<file path="src/rtl/ucie_ctl_tx_buffer.sv">
// UCIe adapter TX buffer: FDI flit FIFO toward RDI with link-state gating and drain.
// Optional per-byte even parity storage enabled by UCIE_CTL_TX_PARITY_EN.
module ucie_ctl_tx_buffer #(
    parameter int          NBYTES      = 8,
    parameter int          FIFO_DEPTH  = 8,
    parameter int          AFULL_TH    = 6,
    parameter logic [3:0]  ACTIVE_CODE = 4'b0001,
    parameter int          CNT_W       = 16
) (
    input  logic                          i_clk,
    input  logic                          i_rst_n,
    input  logic [3:0]                    i_fdi_pl_state_sts,
    input  logic                          i_fdi_lp_valid,
    input  logic                          i_fdi_lp_irdy,
    input  logic [NBYTES*8-1:0]           i_fdi_lp_data,
    input  logic                          i_rdi_pl_trdy,
    input  logic                          i_err_clr,
    output logic                          o_fdi_pl_trdy,
    output logic                          o_rdi_lp_valid,
    output logic                          o_rdi_lp_irdy,
    output logic [NBYTES*8-1:0]           o_rdi_lp_data,
`ifdef UCIE_CTL_TX_PARITY_EN
    output logic [NBYTES-1:0]             o_rdi_lp_parity,
`endif
    output logic                          o_tx_overf_err,
    output logic [CNT_W-1:0]              o_drop_cnt,
    output logic [$clog2(FIFO_DEPTH):0]   o_fifo_level
);

    localparam int DW = NBYTES * 8;
    localparam int AW = $clog2(FIFO_DEPTH);
    localparam int LW = AW + 1;
`ifdef UCIE_CTL_TX_PARITY_EN
    localparam int MW = DW + NBYTES;
`else
    localparam int MW = DW;
`endif

    localparam logic [1:0] S_IDLE   = 2'd0;
    localparam logic [1:0] S_ACTIVE = 2'd1;
    localparam logic [1:0] S_DRAIN  = 2'd2;

    logic [1:0]       r_state;
    logic [1:0]       w_state_nxt;
    logic [AW-1:0]    r_wr_ptr;
    logic [AW-1:0]    r_rd_ptr;
    logic [LW-1:0]    r_level;
    logic [MW-1:0]    r_mem [FIFO_DEPTH];
    logic             r_err;
    logic [CNT_W-1:0] r_drop_cnt;

    logic             w_sts_act;
    logic             w_act;
    logic             w_xmit;
    logic             w_nempty;
    logic             w_full;
    logic             w_valid;
    logic             w_pop;
    logic             w_wr_try;
    logic             w_push;
    logic             w_ovf;
    logic [MW-1:0]    w_wr_word;
    logic [MW-1:0]    w_head;

    assign w_sts_act = (i_fdi_pl_state_sts == ACTIVE_CODE);
    assign w_act     = (r_state == S_ACTIVE);
    assign w_xmit    = (r_state == S_ACTIVE) || (r_state == S_DRAIN);
    assign w_nempty  = (r_level != '0);
    assign w_full    = (r_level == LW'(FIFO_DEPTH));
    assign w_valid   = w_nempty && w_xmit;
    assign w_pop     = w_valid && i_rdi_pl_trdy;
    // Senders may ignore trdy, so acceptance depends only on real space.
    assign w_wr_try  = i_fdi_lp_valid && i_fdi_lp_irdy && w_act;
    assign w_push    = w_wr_try && (!w_full || w_pop);
    assign w_ovf     = w_wr_try && w_full && !w_pop;

`ifdef UCIE_CTL_TX_PARITY_EN
    logic [NBYTES-1:0] w_par;
    always_comb begin
        w_par = '0;
        for (int b = 0; b < NBYTES; b++) begin
            w_par[b] = ^i_fdi_lp_data[b*8 +: 8];
        end
    end
    assign w_wr_word = {w_par, i_fdi_lp_data};
`else
    assign w_wr_word = i_fdi_lp_data;
`endif

    always_comb begin
        w_state_nxt = r_state;
        case (r_state)
            S_IDLE: begin
                if (w_sts_act) w_state_nxt = S_ACTIVE;
            end
            S_ACTIVE: begin
                if (!w_sts_act) w_state_nxt = w_nempty ? S_DRAIN : S_IDLE;
            end
            S_DRAIN: begin
                if (w_sts_act)
                    w_state_nxt = S_ACTIVE;
                else if (!w_nempty || (r_level == LW'(1) && w_pop))
                    w_state_nxt = S_IDLE;
            end
            default: w_state_nxt = S_IDLE;
        endcase
    end

    always_ff @(posedge i_clk or negedge i_rst_n) begin
        if (!i_rst_n) begin
            r_state  <= S_IDLE;
            r_wr_ptr <= '0;
            r_rd_ptr <= '0;
            r_level  <= '0;
        end else begin
            r_state <= w_state_nxt;
            if (w_push) r_wr_ptr <= r_wr_ptr + AW'(1);
            if (w_pop)  r_rd_ptr <= r_rd_ptr + AW'(1);
            case ({w_push, w_pop})
                2'b10:   r_level <= r_level + LW'(1);
                2'b01:   r_level <= r_level - LW'(1);
                default: r_level <= r_level;
            endcase
        end
    end

    // Storage is not reset; the level gate hides stale entries.
    always_ff @(posedge i_clk) begin
        if (w_push) r_mem[r_wr_ptr] <= w_wr_word;
    end

    // A fresh overflow takes priority over a coincident clear.
    always_ff @(posedge i_clk or negedge i_rst_n) begin
        if (!i_rst_n) begin
            r_err      <= 1'b0;
            r_drop_cnt <= '0;
        end else if (w_ovf) begin
            r_err <= 1'b1;
            if (i_err_clr)
                r_drop_cnt <= CNT_W'(1);
            else if (!(&r_drop_cnt))
                r_drop_cnt <= r_drop_cnt + CNT_W'(1);
        end else if (i_err_clr) begin
            r_err      <= 1'b0;
            r_drop_cnt <= '0;
        end
    end

    assign w_head         = w_nempty ? r_mem[r_rd_ptr] : '0;
    assign o_fdi_pl_trdy  = w_act && (r_level < LW'(AFULL_TH));
    assign o_rdi_lp_valid = w_valid;
    assign o_rdi_lp_irdy  = w_valid;
    assign o_rdi_lp_data  = w_head[DW-1:0];
`ifdef UCIE_CTL_TX_PARITY_EN
    assign o_rdi_lp_parity = w_head[MW-1:DW];
`endif
    assign o_tx_overf_err = r_err;
    assign o_drop_cnt     = r_drop_cnt;
    assign o_fifo_level   = r_level;

endmodule

</file>
<file path="config.mk">
export PLATFORM = sky130hd
export DESIGN_NAME = ucie_ctl_tx_buffer
export DESIGN_NICKNAME = d
export VERILOG_FILES = /design/src/rtl/ucie_ctl_tx_buffer.sv
export SDC_FILE = /design/constraint.sdc
export NUM_CORES = 1
export LEC_CHECK = 0
export ABC_AREA = 1
export CAP_MARGIN = 20
export CORE_UTILIZATION = 45
export CTS_CLUSTER_DIAMETER = 30
export DETAILED_ROUTE_END_ITERATION = 10
export GPL_ROUTABILITY_DRIVEN = 0
export GPL_TIMING_DRIVEN = 0
export PLACE_DENSITY = 0.7
export REMOVE_ABC_BUFFERS = 1
export SLEW_MARGIN = 10
export SYNTH_ARGS = -nofsm -noshare
export SYNTH_HDL_FRONTEND = slang
export SYNTH_SLANG_ARGS = --single-unit
export TNS_END_PERCENT = 100
</file>
<file path="constraint.sdc">
create_clock -name i_clk -period 5.81 [get_ports i_clk]
set_input_delay 1.162 -clock i_clk [delete_from_list [all_inputs] [get_ports i_clk]]
set_output_delay 1.162 -clock i_clk [all_outputs]
set_load 0.01 [all_outputs]
</file>
==> flow_summary_export.csv <==
group,metric,value,unit
floorplan,coreArea,48000,um^2
critical_path,cp_max_fo,130,
clock_tree,cts_made_buffers,106,
critical_path,start_kind,"flop",
critical_path,crit_family,"buffers and inverters",
timing,hold_slack,0.497,ns
synthesis,yosysWarnings,0,
critical_path,crit_top_cell,"o21ai_0",
drt,finalWirelength,53500,um
flow_run,maxCapViolCount,0,
placed_design,dp_hpwl,31000,um
synthesis,synth.top_cell.area_share,69.8,%
synthesis,avgSynthCellArea,11.9,um^2
clock_tree,clk_latency,0.64,ns
clock_tree,cts_tree,"built",
floorplan,start_util,45.9,%
synthesis,ys_seq_area_share,73.1,%
cells_and_area,area_growth,28.6,%
clock_tree,post_cts_resized,0,
synthesis,synth.area.top_cells,"edfxtp_1 (70%), nor2_1 (9.3%), o21ai_0 (7.5%), dfrtp_1 (3.3%), o21ai_1 (3.1%)",
synthesis,synth_cell_types,31,
drt,met1Wirelength,22900,um
timing,fmax,191,MHz
global_routing,grt_pass1_vias,14700,
drt,met3_length,3690,um
synthesis,synth_top_flop_cell,"edfxtp_1",
timing,fin_skew,0.0372,ns
cells_and_area,nets,2156,
pwr,powerDensity,535,nW/um^2
status,status,"completed",
synthesis,synth_common_cells,"nor2_1 (543), edfxtp_1 (512), o21ai_0 (331), o21ai_1 (137), nand2_1 (81)",
synthesis,ys_ff_latch,541,
critical_path,critPathCaptureType,"output pin",
global_routing,grt_overflow_total,0,
pwr,power.static_leakage,0.00981,uW
critical_path,arrival,4.07,ns
timing,slew_violations,0,
critical_path,cp_num_buf_inv,4,
drt,post_drt_wl_per_cell,19.2,um
timing,worst_pin_slew,0.908,ns
clock_tree,clockBufferDepth,3,
worst_hold_path,min_path_type,"flop to flop",
drt,drtIter0Drc,1527,
cells_and_area,layout.cells.non_filler,2781,
global_routing,grt_pass1_wl,81500,um
global_routing,antenna_found_initial,5,
critical_path,path_cells,"buf_16, inv_8, buf_16, o21ai_0, o21ai_0, o21ai_0, nor2_1, clkdlybuf4s50_1",
synthesis,synthMostInstantiatedCell,"nor2_1",
floorplan,io_pins,162,
placed_design,post-place-ws,1.24,ns
synthesis,synth_edf_count,512,
synthesis,synthArstFlopShare,5.36,%
drt,route.detailed.drc,0,
timing,max_slew_margin,39.1,%
timing,worst_slack,0.574,ns
critical_path,critical_path_class,"flop to output pin",
clock_tree,cts-hold-fix-buffers,0,
floorplan,die_w,223,um
placed_design,dp_cells,2579,
critical_path,crit_required,4.65,ns
pwr,power,15200,uW
placed_design,port_buffers,161,
clock_tree,cts_root_buf,"clkbuf_16",
floorplan,die_y,223,um
timing,fin_crit_sh,90.1,%
pwr,ir_drop,0.344,mV
drt,dr.pass1.iters,5,
global_routing,grtUsageTotal,21.3,%
critical_path,slowest_stage,"dfrtp_4",
cells_and_area,drive_gt1_share,12.0,%
synthesis,synth_area,22000,um^2
synthesis,yosysTopAreaCell,"edfxtp_1",
drt,vias_per_cell,5.43,
timing,hold_violations,0,
cells_and_area,fill_cells,3652,
synthesis,synth_cells,1856,
drt,ant_nets,0,
timing,rsz0062_at_grt,"no",
timing,period_needed,5.24,ns
global_routing,grt_start_max_net_pins,131,
critical_path,cp_slowest_stage_delay,0.69,ns
clock_tree,post-cts-setup-buffers,0,
floorplan,row_count,80,
clock_tree,cts.sink_count,541,
clock_tree,htree_levels,3,
floorplan,dieArea,49900,um^2
drt,wl_met2,25300,um
timing,setup-violations-final,0,
drt,top_layer,"met5",
drt,vias,15100,
clock_tree,path_clk_slew,0.05,ns
-- registers in the layout (all words and copies together), names as in the netlist --
register	cells
r_wr_ptr	3
r_mem	512
o_tx_overf_err	1
r_state	2
r_rd_ptr	3
o_drop_cnt	16
o_fifo_level	4
-- placed cells by master, fill, tap and decap left out, types with 4 or more instances in the layout --
cell / n
buf_16: 11
ha_1: 10
o21ai_0: 331
nand3_1: 27
buf_6: 14
nand4_1: 12
inv_6: 10
clkinv_2: 22
clkdlybuf4s50_1: 160
clkbuf_1: 8
o21ai_1: 137
dfrtp_1: 26
clkinv_1: 10
xor2_1: 8
nor2_4: 4
clkinv_4: 14
buf_12: 11
clkinvlp_4: 12
bufinv_16: 10
inv_1: 32
nand2_1: 81
buf_4: 20
edfxtp_1: 512
nor3_2: 4
nor2_1: 539
clkbuf_16: 107
-- cell type report --
| type | count | area [um^2] | share of cell area, % |
|---|---|---|---|
| Antenna cell | 3 | 7.51 | 0.0265 |
| Clock buffer | 117 | 2740 | 9.66 |
| Clock inverter | 82 | 830 | 2.93 |
| Inverter | 36 | 145 | 0.512 |
| Multi-Input combinational cell | 1170 | 5290 | 18.7 |
| Sequential cell | 541 | 16100 | 56.9 |
| Tap cell | 615 | 769 | 2.72 |
| Timing Repair Buffer | 217 | 2440 | 8.60 |
-- kinds of logic (layout without fill, tap and decap cells) --
logic type                 count (synthesis)  in the layout  share of synthesized area, %
buffers and inverters                    145            452                          3.17
AOI/OAI and AO/OA                        475            475                          10.9
and+or+nand+nor                          675            675                          11.9
adders and majority gates                 10             10                         0.568
other                                      0              3                             0
xor gates and xnor gates                   9              9                         0.358
DFF                                      541            541                          73.1
muxes                                      1              1                        0.0511
-- path summary, 6_finish.rpt --
kind                       cells past startpoint                end  slack [ns]            start
max                                            8  o_rdi_lp_data[60]        0.57      r_rd_ptr[0]
min                                            2     o_tx_overf_err        0.50   o_tx_overf_err
max reg2reg                                   11       r_mem[7][59]        1.97  o_fifo_level[1]
min reg2reg                                    2     o_tx_overf_err        0.50   o_tx_overf_err
max in group asynchronous                      1        r_rd_ptr[1]        4.69          i_rst_n
min in group asynchronous                      1      o_drop_cnt[4]        0.58          i_rst_n
-- metrics by stage --
step	util, %	instance area, um^2	setup TNS (ns)
floorplan	-	21500	-426.33
global placement	49.6	23900	-3193.20
detailed placement	51.5	24800	0
CTS	58.9	28300	0
global route	59.0	28300	0
finish	59.0	28300	0
-- tightest hold or removal path, cell delays in order (launching register included) --
cell and delay, ns:
dfrtp_1 0.35, nand2_1 0.06, nand2_1 0.05
-- metal layers --
metal  track usage [%]  vias up
met3              4.53      124
met1              28.8     7362
met5                 0        -
met2              33.6      542
met4              9.10        4
li1                  -     7059
-- report_power, final --
group / internal [uW] / switching (uW) / leakage [uW]
Combinational: 1850 / 2750 / 0.00309
Sequential: 4420 / 215 / 0.00499
Clock: 3870 / 2060 / 0.00173
(Power assumes the default switching activity.)
==> variant: new RTL, same flow settings <==
Change the parameter `CNT_W` from 16 to 14.
--- a/src/rtl/ucie_ctl_tx_buffer.sv
+++ b/src/rtl/ucie_ctl_tx_buffer.sv
@@ -5,7 +5,7 @@
     parameter int          FIFO_DEPTH  = 8,
     parameter int          AFULL_TH    = 6,
     parameter logic [3:0]  ACTIVE_CODE = 4'b0001,
-    parameter int          CNT_W       = 16
+    parameter int          CNT_W       = 14
 ) (
     input  logic                          i_clk,
     input  logic                          i_rst_n,
Interface: changed (resized o_drop_cnt); port bits go from 162 to 160. No check against the original RTL was run, so the function may have changed too.
==> variant against the unedited design <==
Setup slack got worse by 0.12 ns; routed wire length decreased by 1.1%; die area fell by 0.43%; via count down 1.5%; sequential cell count down 2; power up 0.21%; synthesized area fell by 0.44%; critical path depth is 1 higher; final area grew 0.12%; first-iteration DRC count is 26% lower; fmax shrank 2.2%; critical path type unchanged; largest power group unchanged.
==> variant: results (changes against the unedited design) <==
power:
  power_leakage_nw: 9.80  # about the same
  switching_share_pct: 32.5  # -0.56 points
  peakVddDrop_mv: 0.341  # -0.85%
critical_path:
  crit_end: "o_rdi_lp_data[11]"
  critPathCaptureType: "output port"
  reg2reg_slack_ns: 2.05  # +0.08 ns
  cp_max_fo: 98  # -25%
  r2r-end: "r_mem[4][58]"
  critPathTopFamily: "buffers and inverters"
  worst_ep_arrival_time_ns: 4.19  # +0.12 ns
  slowest_delay_ns: 0.74  # +0.05 ns
  r2r_cells: 9  # -2
  r2r_start: "o_fifo_level[0]"
clock_network:
  clk_pin_slew_ns: 0.04
  cts_made_buffers: 110  # +3.8%
  clk_latency_ns: 0.67  # +0.03 ns
global_routing:
  grt_use_total_pct: 21.3  # -0.059 points
  grt_use_met3_pct: 4.97  # +0.44 points
  grtUsageMet1_pct: 27.5  # -1.3 points
  grt_max_degree: 162  # +24%
  antenna_found_initial: 4  # -1
  grt_pass1_vias: 14650  # -0.41%
  use_met2_pct: 35.1  # +1.5 points
  grt_first_pass_wirelength_um: 81200  # -0.43%
route:
  dr.pass1.iters: 5  # unchanged
  drtIter0Drc: 1133  # -26%
  wl_met2_um: 25900  # +2.4%
  viasPerCell: 5.40  # -0.48%
  route.met3.wl_um: 3440  # -6.6%
  wl_met1_um: 22300  # -2.2%
  wl_per_cell_um: 19.2  # about the same
layout:
  fin_cells: 2753  # -1.0%
  nNetsFinal: 2128  # -1.3%
  drive_gt1_share_pct: 10.8  # -1.3 points
  n_antenna_cell: 0  # -3
  nFillCells: 3565  # -2.4%
worst_hold_path:
  hold_start: "o_tx_overf_err"
  min_path_type: "reg -> reg"
run_status:
  status: "complete, no violations"
sta:
  relSlewSlack_pct: 44.2  # +5.1 points
  fin_crit_ns: 5.35  # +0.118 ns
  hold_slack_ns: 0.488  # -0.00916 ns
  finClkSkew_ns: 0.0314  # -0.00581 ns
yosys:
  synth_cell_types: 30  # -3.2%
  ys_top_cells_by_area: "edfxtp_1 (70%), nor2_1 (9.3%), o21ai_0 (8.3%)"
  synth_fa_ha_area_share_pct: 0.570  # +0.0025 points
  synth_warnings: 0  # unchanged
  synth_compound_area_share_pct: 10.7  # -0.16 points
  ys.flop_type: "edfxtp_1"
  syn_inst: 1846  # -0.54%
  synth_top_cells_by_count: "nor2_1 (543), edfxtp_1 (512), o21ai_0 (362), o21ai_1 (101), nand2_1 (88)"
  synthMuxAreaShare_pct: 0  # -0.051 points
  seq_area_frac_synth_pct: 73.2  # +0.093 points
  async_flop_share_pct: 5.01  # -0.35 points
  synthXorXnorAreaFrac_pct: 0.319  # -0.038 points
placed_design:
  dpl_cell_area_um2: 24700  # -0.29%
  port_buffers: 159  # -1.2%
  place_hpwl_um: 29500  # -4.8%
  place_ws_ns: 0.950  # -0.286 ns
  dp.cells: 2546  # -1.3%
-- variant: power by group through the flow --
stage | clock network (mW) | registers [mW] | logic, mW
5_1_grt | 6.29 | 4.67 | 5.03
3_5_place_dp | 0 | 4.71 | 4.50
6_report | 6.01 | 4.65 | 4.54
2_1_floorplan | 0 | 4.86 | 2.27
4_1_cts | 6.08 | 4.65 | 4.55
3_3_place_gp | 0 | 5.13 | 4.00
-- variant: timing repair --
item / CTS / global route
setup endpoints to repair: 0 / 1
hold endpoints to repair: 0 / 0
buffers inserted: 0 / 0
-- variant: area by class of cell --
class                      count  area, um^2  area share [%]
multi-input combinational   1157        5220            18.4
sequential                   539       16100            56.6
timing repair buffer         196        2490            8.80
clock inverter                81         822            2.90
clock buffer                 125        2830            9.98
inverter                      40         160           0.565
tap                          615         769            2.71
-- variant: tightest hold or removal path: stages, from the launching register on --
cell	delay [ns]
dfrtp_1	0.34
nand2_1	0.06
nand2_1	0.06
